## src/rtl/lc3_pipe_ctrl.sv

```systemverilog
// LC-3 pipeline controller: registered FSM for multi-cycle and indirect memory access, plus a branch flush window.
// Optional stall watchdog compiled in with `define LC3_CTRL_WATCHDOG_EN.
module lc3_pipe_ctrl #(
    parameter int BR_PENALTY     = 2,
    parameter int TIMEOUT_CYCLES = 255
) (
    input  logic        clock,
    input  logic        reset,
    input  logic        complete_instr,
    input  logic        complete_data,
    input  logic [15:0] IR_exec,
    input  logic [2:0]  psr,
    output logic        enable_updatePC,
    output logic        enable_fetch,
    output logic        enable_decode,
    output logic        enable_execute,
    output logic        enable_writeback,
    output logic        br_taken,
    output logic        flush,
    output logic [1:0]  mem_state,
    output logic        timeout
);

    typedef enum logic [1:0] {RUN, MEM_IND, MEM_ACC, FLUSH} state_t;

    localparam logic [1:0] MS_READ  = 2'b00;
    localparam logic [1:0] MS_IND   = 2'b01;
    localparam logic [1:0] MS_WRITE = 2'b10;
    localparam logic [1:0] MS_IDLE  = 2'b11;
    localparam logic [2:0] PENALTY  = 3'(BR_PENALTY);

    state_t      state, state_next;
    logic        acc_write;   // 1: pending MEM_ACC is a write (ST/STR/STI)
    logic [2:0]  flush_cnt;
    logic [4:0]  en;          // {updatePC, fetch, decode, execute, writeback}
    logic        wd_fire;

    logic [3:0] opcode;
    logic       is_ctrl, is_ldst, is_ind;

    assign opcode  = IR_exec[15:12];
    assign is_ctrl = ((opcode == 4'b0000) && |(psr & IR_exec[11:9]))
                   || (opcode == 4'b1100) || (opcode == 4'b0100) || (opcode == 4'b1111);
    assign is_ldst = (opcode == 4'b0010) || (opcode == 4'b0110)
                   || (opcode == 4'b0011) || (opcode == 4'b0111);
    assign is_ind  = (opcode == 4'b1010) || (opcode == 4'b1011);

    // NOTE: every output gets a default first so no path through the case leaves a latch.
    always_comb begin
        state_next = state;
        en         = 5'b11111;
        br_taken   = 1'b0;
        flush      = 1'b0;
        mem_state  = MS_IDLE;
        case (state)
            RUN: begin
                if (is_ldst) begin
                    // Bit 12 separates stores (0011/0111) from loads (0010/0110).
                    mem_state = IR_exec[12] ? MS_WRITE : MS_READ;
                    if (complete_data)
                        en = complete_instr ? 5'b11111 : 5'b00011;
                    else begin
                        en         = 5'b00000;
                        state_next = MEM_ACC;
                    end
                end else if (is_ind) begin
                    mem_state  = MS_IND;
                    en         = 5'b00000;
                    state_next = MEM_IND;
                end else if (!complete_instr) begin
                    en = 5'b00000;
                end else if (is_ctrl) begin
                    br_taken = 1'b1;
                    if (BR_PENALTY > 0)
                        state_next = FLUSH;
                end
            end
            MEM_IND: begin
                mem_state = MS_IND;
                en        = 5'b00000;
                if (complete_data)
                    state_next = MEM_ACC;
            end
            MEM_ACC: begin
                mem_state = acc_write ? MS_WRITE : MS_READ;
                if (complete_data) begin
                    // Without a fetched instruction only the back end may retire the access.
                    en         = complete_instr ? 5'b11111 : 5'b00011;
                    state_next = RUN;
                end else begin
                    en = 5'b00000;
                end
            end
            FLUSH: begin
                flush = 1'b1;
                en    = {complete_instr, complete_instr, 3'b000};
                if (complete_instr && (flush_cnt == 3'd1))
                    state_next = RUN;
            end
            default: state_next = RUN;
        endcase
        if (reset) begin
            en        = 5'b00000;
            br_taken  = 1'b0;
            flush     = 1'b0;
            mem_state = MS_IDLE;
        end
    end

    assign {enable_updatePC, enable_fetch, enable_decode, enable_execute, enable_writeback} = en;

    // NOTE: sequential state uses non-blocking assignments so every register samples pre-edge values.
    always_ff @(posedge clock) begin
        if (reset) begin
            state     <= RUN;
            acc_write <= 1'b0;
            flush_cnt <= 3'd0;
        end else begin
            state <= wd_fire ? RUN : state_next;
            if (state == RUN)
                acc_write <= IR_exec[12];
            if ((state != FLUSH) && (state_next == FLUSH))
                flush_cnt <= PENALTY;
            else if ((state == FLUSH) && complete_instr)
                flush_cnt <= flush_cnt - 3'd1;
        end
    end

`ifdef LC3_CTRL_WATCHDOG_EN
    localparam logic [15:0] TIMEOUT_W = 16'(TIMEOUT_CYCLES);

    logic        awaited;
    logic [15:0] wd_cnt, wd_cnt_inc;
    logic        timeout_q;

    // The completion the FSM is currently waiting on.
    assign awaited    = ((state == MEM_IND) || (state == MEM_ACC)) ? complete_data : complete_instr;
    assign wd_cnt_inc = wd_cnt + 16'd1;
    assign wd_fire    = !awaited && (wd_cnt_inc == TIMEOUT_W);
    assign timeout    = timeout_q & ~reset;

    always_ff @(posedge clock) begin
        if (reset) begin
            wd_cnt    <= 16'd0;
            timeout_q <= 1'b0;
        end else begin
            if (awaited || wd_fire)
                wd_cnt <= 16'd0;
            else
                wd_cnt <= wd_cnt_inc;
            if (wd_fire)
                timeout_q <= 1'b1;
        end
    end
`else
    assign wd_fire = 1'b0;
    assign timeout = 1'b0;
`endif

endmodule

```

## config.mk

```make
export PLATFORM = sky130hd
export DESIGN_NAME = lc3_pipe_ctrl
export DESIGN_NICKNAME = d
export VERILOG_FILES = /design/src/rtl/lc3_pipe_ctrl.sv
export SDC_FILE = /design/constraint.sdc
export NUM_CORES = 1
export LEC_CHECK = 0
export BUFFER_PORTS_ARGS = -buffer_cell sky130_fd_sc_hd__buf_2
export CAP_MARGIN = 0
export CORE_MARGIN = 2
export CORE_UTILIZATION = 42
export DETAILED_ROUTE_END_ITERATION = 12
export PLACE_DENSITY_LB_ADDON = 0.2
export SETUP_SLACK_MARGIN = 0.05
export SYNTH_ARGS = -nofsm -noshare
export SYNTH_HDL_FRONTEND = slang
export SYNTH_SLANG_ARGS = --single-unit
```

## constraint.sdc

```tcl
create_clock -name clock -period 1.74 [get_ports clock]
set_input_delay 0.348 -clock clock [delete_from_list [all_inputs] [get_ports clock]]
set_output_delay 0.348 -clock clock [all_outputs]
set_load 0.03 [all_outputs]
```

==> results of run 1 <==
[cells in the final DEF (no fill, tap or decap), drive strengths merged]
cell type,count
buf,28
nand2,11
o21ai,11
nor2,7
dfxtp,6
clkbuf,5
a21oi,4
inv,4
nor3,3
nand2b,2
a31oi,2
nand3,2
ha,2
nor2b,1
nor3b,1
o2111a,1
and4b,1
or3,1
a222oi,1
o21bai,1
or2,1
nand4,1
a21boi,1
and3,1
and4,1
xnor2,1
nor4b,1
o22ai,1
o31ai,1
mux2i,1
a311oi,1
xor2,1
conb,1
[cell usage after synthesis, drive strengths merged (2+ instances only)]
library cell | number | area (sq um)
dfxtp | 6 | 120.1
nand3 | 2 | 10.01
buf | 7 | 56.30
nor3 | 3 | 25.02
inv | 4 | 15.01
ha | 2 | 25.02
o21ai | 11 | 58.81
nand2b | 2 | 12.51
nor2 | 7 | 26.28
clkbuf | 2 | 7.510
a21oi | 4 | 20.02
a31oi | 2 | 12.51
nand2 | 11 | 41.29
[report_power, final]
part	internal [W]	switching [W]	total [W]
registers	0.000150	0.0000153	0.000165
logic	0.0000963	0.000125	0.000221
clock network	0.0000779	0.0000488	0.000127
[stage by stage]
step	total power (W)	instances	utilization (%)	cell area, sq um
after global placement	0.0003489	114	52.60	684.4
final	0.0005129	122	60.29	784.5
after floorplan	0.0003038	83	-	596.8
after CTS	0.0004850	118	55.87	726.9
after detailed placement	0.0003517	114	52.60	684.4
after global routing	0.0005489	122	60.29	784.5
[state kept, by name, indices dropped and copies added, names as in the netlist]
name	count
flush_cnt	3
acc_write	1
state	2
[repair_timing]
action,in CTS,in global routing
resized for setup,5,15
pin swaps,1,3
setup buffers,1,4
hold buffers,0,0
endpoints found under the setup margin,7,5
endpoints found under the hold margin,0,0
[kinds of logic after synthesis]
| group | count (synthesis) |
|---|---|
| compound gates | 24 |
| xor+xnor | 2 |
| fa+ha+maj | 2 |
| buf+inv | 13 |
| flops | 6 |
| mux | 1 |
| other cells | 1 |
| simple gates | 34 |
[routing by layer]
layer  GRT usage, %  up-vias  routed length, um
li1               -      341                  -
met3          6.522        2                 86
met2          25.00       28                649
met1          22.07      295                667
met4          5.806        0                 14
met5              0        -                  0
[cell type report]
type / instances / area (sq um)
fill: 132 / 516.7
multi-input combinational: 64 / 417.9
clock buffer: 3 / 22.52
inverter: 4 / 15.01
sequential: 6 / 127.6
timing repair buffer: 30 / 182.7
tap: 15 / 18.77
[worst max-delay path, delay by kind of cell]
family	cells	cell delay (ns)
buffers and inverters	2	0.26
AND/OR/NAND/NOR	2	0.18
AO/OA/AOI/OAI	2	0.53
[worst max-delay path by stage]
stage / endpoint / from / cells past startpoint / slack, ns
after floorplan: enable_updatePC / state[1] / 5 / 0.06
after global placement: br_taken / psr[0] / 6 / 0.05
after detailed placement: br_taken / psr[0] / 6 / 0.03
after CTS: enable_fetch / state[1] / 4 / 0.04
after global routing: br_taken / psr[0] / 6 / 0.02
final: br_taken / psr[0] / 6 / 0.08
==> reports/metrics.yaml, run 1 <==
clock_network:
  cts_root_buffer: "clkbuf_4"
  cts.clk_slew.worst_paths_ns: 0.04
  h-tree-depth: 1
  clockBufferDepth: 2
  cts_tree: "yes"
  clock-sinks: 6
  clock_latency_ns: 0.24
  cts_buffers: 3
grt:
  antenna_found_initial: 0
  grt_start_max_net_pins: 14
  grtUsageTotal_pct: 16.83
  grt_pass1_wl_mm: 2.166
  grt_pass1_vias: 506
  grt_remaining_overflow: 0
final_layout:
  area_growth_syn_to_layout_pct: 32.56
  nets: 134
  drive_above_1_share_pct: 42.99
  num_antenna_cells: 0
floorplanning:
  start_util_pct: 45.48
  rows: 13
  die_w_um: 41.54
  dieArea_sq_mm: 0.001725
  fp.dieH_um: 41.54
  core-area_sq_mm: 0.001301
  io_pins: 33
placement:
  place_ws_ns: 0.03041
  portBuffers: 22
  routabilityCongestion: 0.8078
  place_hpwl_mm: 1.013
power_and_ir_drop:
  vdd_drop_max_mv: 0.3844
  power.density_mw_per_mm2: 653.9
  p_leak_nw: 0.3465
routing:
  drc: 0
  via_count: 666
  routedWlPerCell_um: 11.62
  dr.pass1.iters: 4
  vias_per_cell: 5.459
  ant_nets: 0
  drt_wl_total_mm: 1.418
  drt_iter0_markers: 9
synthesis:
  synthMuxAreaShare_pct: 1.691
  synth_top_family_by_area: "simple AND/OR/NAND/NOR gates"
  synth_xor_area_share_pct: 2.960
  synth_area_sq_um: 591.8
  synth_fa_ha_area_share_pct: 4.228
  syn_inst: 83
  synth_edf_count: 0
  syn-num-nets: 108
  synthArstFlopShare_pct: 0
  synth-simple-area-share_pct: 31.50
  synth_cell_types: 36
  synth_compound_area_share_pct: 25.37
  synth_seq_cells: 6
  ys_dominant_reg_cell: "dfxtp_1"
  yosys_warnings: 0
  seq_area_frac_synth_pct: 20.30
  synth_area_per_cell_sq_um: 7.130
critical_path:
  cp.required_ns: 1.39
  critPathKind: "input pin to output pin"
  arrival_ns: 1.31
  endpoint_kind: "output pin"
  crit_fanout: 2
  r2r_slack_ns: 0.52
  startpoint_type: "input pin"
  r2r-end: "flush_cnt[2]"
  crit_chain: "buf_6, a222oi_1, o21bai_1, nand4_1, nor2_1, buf_4"
  r2r_start: "state[1]"
  worst_path_max_delay_cell: "a222oi_1"
  slowest_delay_ns: 0.40
  ff2ff_path_depth: 5
timing:
  report.final.setup_viol: 0
  final_hold_viol_count: 0
  period_needed_ns: 1.659
  finalMaxSlewViolations: 0
  fin_skew_ns: 0.0003843
  setup_ws_ns: 0.08065
  max_freq_mhz: 602.6
  rsz0062_at_grt: "true"
  timing.setup.tns_ns: 0
  post-route-period-util_pct: 95.36
  holdWs_ns: 0.3930
run:
  maxCapViolations: 0
worst_hold_path:
  min_from: "IR_exec[12]"
  min_path_type: "input pin to flip-flop"
  min_to: "acc_write"
  hold_depth: 3
status:
  status: "complete, no violations"
No activity file was read; power rests on OpenSTA's default activity.
==> run 2, diff against run 1 <==
--- a/config.mk
+++ b/config.mk
@@ -11,7 +11,7 @@
 export CORE_UTILIZATION = 42
 export DETAILED_ROUTE_END_ITERATION = 12
 export PLACE_DENSITY_LB_ADDON = 0.2
-export SETUP_SLACK_MARGIN = 0.05
+export SETUP_SLACK_MARGIN = 0.1
 export SYNTH_ARGS = -nofsm -noshare
 export SYNTH_HDL_FRONTEND = slang
 export SYNTH_SLANG_ARGS = --single-unit
==> reports/metrics.yaml, run 2 (synthesis gave the netlist of run 1 again) <==
timing:
  holdWs_ns: 0.4155  # +0.02254 ns
  report.final.setup_viol: 0  # unchanged
  timing.setup.tns_ns: 0  # unchanged
  rsz0062_at_grt: "true"
  final_hold_viol_count: 0  # unchanged
  period_needed_ns: 1.687  # +0.02794 ns
  max_freq_mhz: 592.7  # -1.7%
  setup_ws_ns: 0.05271  # -0.02794 ns
  post-route-period-util_pct: 96.97  # +1.6 points
  finalMaxSlewViolations: 0  # unchanged
  fin_skew_ns: 0.001646  # +0.001262 ns
placement:
  placement.cell_area_sq_um: 686.9  # +0.37%
  place_ws_ns: 0.02247  # -0.007937 ns
  routabilityCongestion: 0.8147  # +0.85%
  place_hpwl_mm: 1.027  # +1.4%
  place_inst: 114  # unchanged
  portBuffers: 22  # unchanged
routing:
  via_count: 678  # +1.8%
  drc: 0  # unchanged
  dr.pass1.iters: 4  # unchanged
  vias_per_cell: 5.256  # -3.7%
  drt_wl_total_mm: 1.602  # +13%
  ant_nets: 0  # unchanged
  drt_iter0_markers: 13  # +4
  routedWlPerCell_um: 12.42  # +6.8%
power_and_ir_drop:
  vdd_drop_max_mv: 0.4506  # +17%
  p_sw_w: 0.0001937  # +2.5%
  power_frac_comb_pct: 46.5  # +3.4 points
  internal_power_w: 0.0003460  # +6.8%
  switching_share_pct: 35.89  # -0.97 points
  p_leak_nw: 0.3844  # +11%
  power.density_mw_per_mm2: 618.9  # -5.3%
  clkPwrFrac_pct: 22.7  # -2.0 points
  power_frac_seq_pct: 30.8  # -1.4 points
clock_network:
  clock_latency_ns: 0.24  # about the same
  h-tree-depth: 1  # unchanged
  cts_buffers: 3  # unchanged
  cts_tree: "yes"
  cts_root_buffer: "clkbuf_4"
  cts.clk_slew.worst_paths_ns: 0.04  # about the same
  clockBufferDepth: 2  # unchanged
  clock-sinks: 6  # unchanged
final_layout:
  final_cell_count_no_fill: 129  # +5.7%
  top_regs: "flush_cnt x3, state x2, acc_write x1"
  layout_commonest_cell: "buf_2"
  final_cell_mix: "buf_2, buf_4, nand2_1"
  fin_area_sq_um: 872.1  # +11%
  multi_input_area_sq_um: 424.2  # +1.5%
  largest_register: "flush_cnt"
  nets: 141  # +5.2%
  seqCellArea_sq_um: 127.6  # unchanged
  area_growth_syn_to_layout_pct: 47.36
  drive_above_1_share_pct: 47.37  # +4.4 points
  num_antenna_cells: 0  # unchanged
  nFillCells: 118  # -11%
  largest_reg_flops: 3  # unchanged
critical_path:
  r2r_slack_ns: 0.05  # -0.47 ns
  worst_path_max_delay_cell: "dfxtp_4"
  r2r_start: "state[1]"
  cp.required_ns: 1.91  # +0.52 ns
  ff2ff_path_depth: 10  # +5
  cp-startpoint: "state[1]"
  startpoint_type: "flip-flop"
  crit_fanout: 5  # +3
  crit_chain: "buf_6, nor2_4, nand4_1, buf_4, buf_4, buf_4, buf_4, buf_4, buf_4, a21oi_1"
  r2r-end: "flush_cnt[1]"
  crit_top_cell: "buf_4"
  slowest_delay_ns: 0.37  # -0.03 ns
  endpoint_kind: "flip-flop"
  arrival_ns: 1.86  # +0.55 ns
  critPathKind: "flip-flop to flip-flop"
status:
  status: "complete, no violations"
floorplanning:
  die_w_um: 41.54  # unchanged
  start_util_pct: 45.48  # unchanged
  dieArea_sq_mm: 0.001725  # unchanged
  fp.dieH_um: 41.54  # unchanged
  io_pins: 33  # unchanged
  rows: 13  # unchanged
  core-area_sq_mm: 0.001301  # unchanged
worst_hold_path:
  min_to: "acc_write"
  hold_depth: 3  # unchanged
  min_path_type: "input pin to flip-flop"
  min_from: "IR_exec[12]"
grt:
  grtUsageTotal_pct: 17.52  # +0.69 points
  antenna_found_initial: 0  # unchanged
  grt_remaining_overflow: 0  # unchanged
  grt_pass1_wl_mm: 2.346  # +8.3%
  grt_pass1_vias: 574  # +13%
  grt_start_max_net_pins: 14  # unchanged
run:
  maxCapViolations: 0  # unchanged
[run 2: changes by cell type in the layout (fill, tap and decap cells not counted)]
cell      delta
buf_2        -3
buf_4        +5
buf_6        +5
clkbuf_2     -1
clkbuf_4     +1
nor2_1       -2
nor2_2       +1
nor2_4       +1
o21ai_0      -2
o21ai_1      +3
o21ai_2      -1
[run 2: worst max-delay path by stage]
stage | cells past startpoint | to
3_5_place_dp | 6 | br_taken
3_3_place_gp | 6 | br_taken
5_1_grt | 6 | br_taken
2_1_floorplan | 6 | enable_writeback
6_report | 10 | flush_cnt[1]
4_1_cts | 6 | br_taken
[run 2: layer usage]
metal / up-vias / track usage [%] / wire length [um]
met2: 18 / 29.69 / 800
li1: 359 / - / -
met5: - / 0 / 0
met1: 301 / 21.69 / 737
met4: 0 / 1.935 / 0
met3: 0 / 6.522 / 63
[run 2: layout make-up]
type                    count  share of cell area, %
flip-flops and latches      6                  14.63
multi-input cells          64                  48.64
repair buffers             37                  30.27
well taps                  15                  2.152
inverters                   4                  1.722
clock buffers               3                  2.582
[run 2: through the flow]
stage / total power [W] / utilization (%)
floorplan: 0.0003052 / -
global placement: 0.0003496 / 52.79
detailed placement: 0.0003525 / 52.79
CTS: 0.0005019 / 61.25
global route: 0.0005796 / 67.02
finish: 0.0005398 / 67.02
[run 2: power groups by stage]
stage          clock, W  combinational [W]  sequential (W)
6_report       0.000123           0.000251        0.000166
4_1_cts        0.000129           0.000207        0.000167
5_1_grt        0.000139           0.000273        0.000167
3_3_place_gp          0           0.000180        0.000169
3_5_place_dp          0           0.000183        0.000169
2_1_floorplan         0           0.000149        0.000156
[run 2: what timing repair did]
item | CTS | global route
gates resized for setup | 9 | 22
cloned | 0 | 0
hold buffers | 0 | 0
buffers inserted | 8 | 4
endpoints found under the hold margin | 0 | 0
pin swaps | 4 | 8
setup endpoints to repair | 7 | 8
[run 2: worst max-delay path: cells and delay by family, from the launching register on]
kind	cells	cell delay (ns)
buf+inv	7	0.91
flops	1	0.37
simple gates	2	0.25
compound gates	1	0.10
==> run 3, diff against run 2 <==
--- a/config.mk
+++ b/config.mk
@@ -7,9 +7,9 @@
 export LEC_CHECK = 0
 export BUFFER_PORTS_ARGS = -buffer_cell sky130_fd_sc_hd__buf_2
 export CAP_MARGIN = 0
-export CORE_MARGIN = 2
-export CORE_UTILIZATION = 42
+export CORE_AREA = 2 2 39 41
 export DETAILED_ROUTE_END_ITERATION = 12
+export DIE_AREA = 0 0 41 43
 export PLACE_DENSITY_LB_ADDON = 0.2
 export SETUP_SLACK_MARGIN = 0.1
 export SYNTH_ARGS = -nofsm -noshare
==> constraint.sdc (replaced) <==
create_clock -name clock -period 2.2 [get_ports clock]
set_input_delay 0.11 -clock clock [delete_from_list [all_inputs] [get_ports clock]]
set_output_delay 0.11 -clock clock [all_outputs]
set_load 0.03 [all_outputs]
==> reports/metrics.yaml, run 3 (synthesis gave the netlist of run 1 again) <==
critical_path:
  critPathKind: "flip-flop to output pin"
  r2r_slack_ns: 0.82  # +0.77 ns
  startpoint_type: "flip-flop"
  crit_fanout: 13  # +8
  cp.required_ns: 2.09  # +0.18 ns
  arrival_ns: 1.59  # -0.27 ns
  endpoint_kind: "output pin"
clock_network:
  cts_setup_buffers: 0  # -8
  cts_resized: 0  # -9
  cts.clk_slew.worst_paths_ns: 0.05  # about the same
  cts_tree: "yes"
  clock_latency_ns: 0.25  # about the same
  clock-sinks: 6  # unchanged
  holdBufCountCts: 0  # unchanged
  cts_root_buffer: "clkbuf_4"
  clockBufferDepth: 2  # unchanged
  cts_buffers: 3  # unchanged
  h-tree-depth: 1  # unchanged
power_and_ir_drop:
  p_leak_nw: 0.2965  # -23%
  vdd_drop_max_mv: 0.2529  # -44%
  power.density_mw_per_mm2: 542.0  # -12%
final_layout:
  area_growth_syn_to_layout_pct: 15.01
  layout_commonest_cell: "buf_2"
  drive_above_1_share_pct: 30.30  # -17 points
  largest_register: "flush_cnt"
  fin_area_sq_um: 680.7  # -22%
  largest_reg_flops: 3  # unchanged
  num_antenna_cells: 0  # unchanged
  final_cell_mix: "buf_2, nand2_1, o21ai_0"
  final_cell_count_no_fill: 115  # -11%
  top_regs: "flush_cnt x3, state x2, acc_write x1"
  nets: 126  # -11%
placement:
  routabilityCongestion: 0.8124  # -0.28%
  place_ws_ns: 0.7795  # +0.7571 ns
  place_inst: 112  # -1.8%
  placement.cell_area_sq_um: 658.1  # -4.2%
  place_hpwl_um: 985.6  # -4.0%
  portBuffers: 22  # unchanged
routing:
  drc: 0  # unchanged
  drt_wl_total_mm: 1.282  # -20%
  dr.pass1.iters: 4  # unchanged
  vias_per_cell: 5.391  # +2.6%
  via_count: 620  # -8.6%
  routedWlPerCell_um: 11.15  # -10%
  ant_nets: 0  # unchanged
  drt_iter0_markers: 15  # +2
timing:
  final_hold_viol_count: 0  # unchanged
  finalMaxSlewViolations: 0  # unchanged
  setup_ws_ns: 0.5016  # +0.4489 ns
  fin_skew_ns: 0.001159  # -0.0004874 ns
  report.final.setup_viol: 0  # unchanged
  timing.setup.tns_ns: 0  # unchanged
  post-route-period-util_pct: 77.20
  period_needed_ns: 1.698
  rsz0062_at_grt: "false"
  max_freq_mhz: 588.8
floorplanning:
  rows: 14  # +1
  start_util_pct: 42.77  # -2.7 points
  io_pins: 33  # unchanged
  fp.dieH_um: 43  # +3.5%
  die_w_um: 41  # -1.3%
  core-area_sq_mm: 0.001384  # +6.3%
  dieArea_sq_mm: 0.001763  # +2.2%
status:
  status: "complete, no violations"
grt:
  grt_pass1_wl_mm: 2.125  # -9.4%
  grt_remaining_overflow: 0  # unchanged
  grt_start_max_net_pins: 14  # unchanged
  antenna_found_initial: 0  # unchanged
  grtUsageTotal_pct: 17.43  # -0.085 points
  grt_pass1_vias: 484  # -16%
worst_hold_path:
  min_path_type: "input pin to flip-flop"
run:
  maxCapViolations: 0  # unchanged
[run 3: cell types whose count changed in the layout (fill, tap and decap cells not counted), moves of 2 or more]
cell and delta:
dfxtp_4 -2, nor2_1 +2, buf_2 +7, buf_4 -13, o21ai_0 +5, buf_6 -7, o21ai_1 -5, dfxtp_1 +2
[run 3: per-stage QoR]
step	power [W]	hold slack, ns	util (%)
4_1_cts	0.0003733	0.1540	49.19
6_report	0.0003689	0.1624	49.19
3_5_place_dp	0.0002661	0.4179	47.56
3_3_place_gp	0.0002639	0.4065	47.56
5_1_grt	0.0003933	0.1792	49.19
2_1_floorplan	0.0002386	0.2460	-
[run 3: worst paths after layout]
check,from,to,cells past startpoint
hold / removal,IR_exec[12],acc_write,3
setup / recovery,state[1],mem_state[1],5
hold reg to reg,acc_write,acc_write,2
setup reg to reg,state[1],state[1],4
[run 3: where the power goes]
part / total, W / switching [W] / internal, W
logic: 0.000131 / 0.0000832 / 0.0000481
clock network: 0.000105 / 0.0000430 / 0.0000619
registers: 0.000133 / 0.0000153 / 0.000117
[run 3: critical path, stage by stage, from the launching register on]
cell	delay, ns
dfxtp_1	0.56
inv_1	0.15
or3_1	0.32
o21ai_0	0.07
nand2b_1	0.06
buf_2	0.17
[run 3: area by class of cell]
class                      count  area [sq um]
sequential                     6         120.1
timing repair buffer          22         110.1
fill                         144         703.2
inverter                       4         15.01
clock buffer                   3         22.52
tap                           16         20.02
multi-input combinational     64         392.9
[run 3: routing by layer]
layer	global-route usage, %	routed length, um	part of all wire (%)
met1	25.24	585	46
met2	23.13	605	47
met3	3.141	53	4.1
met4	10.00	36	2.8
met5	0	0	0
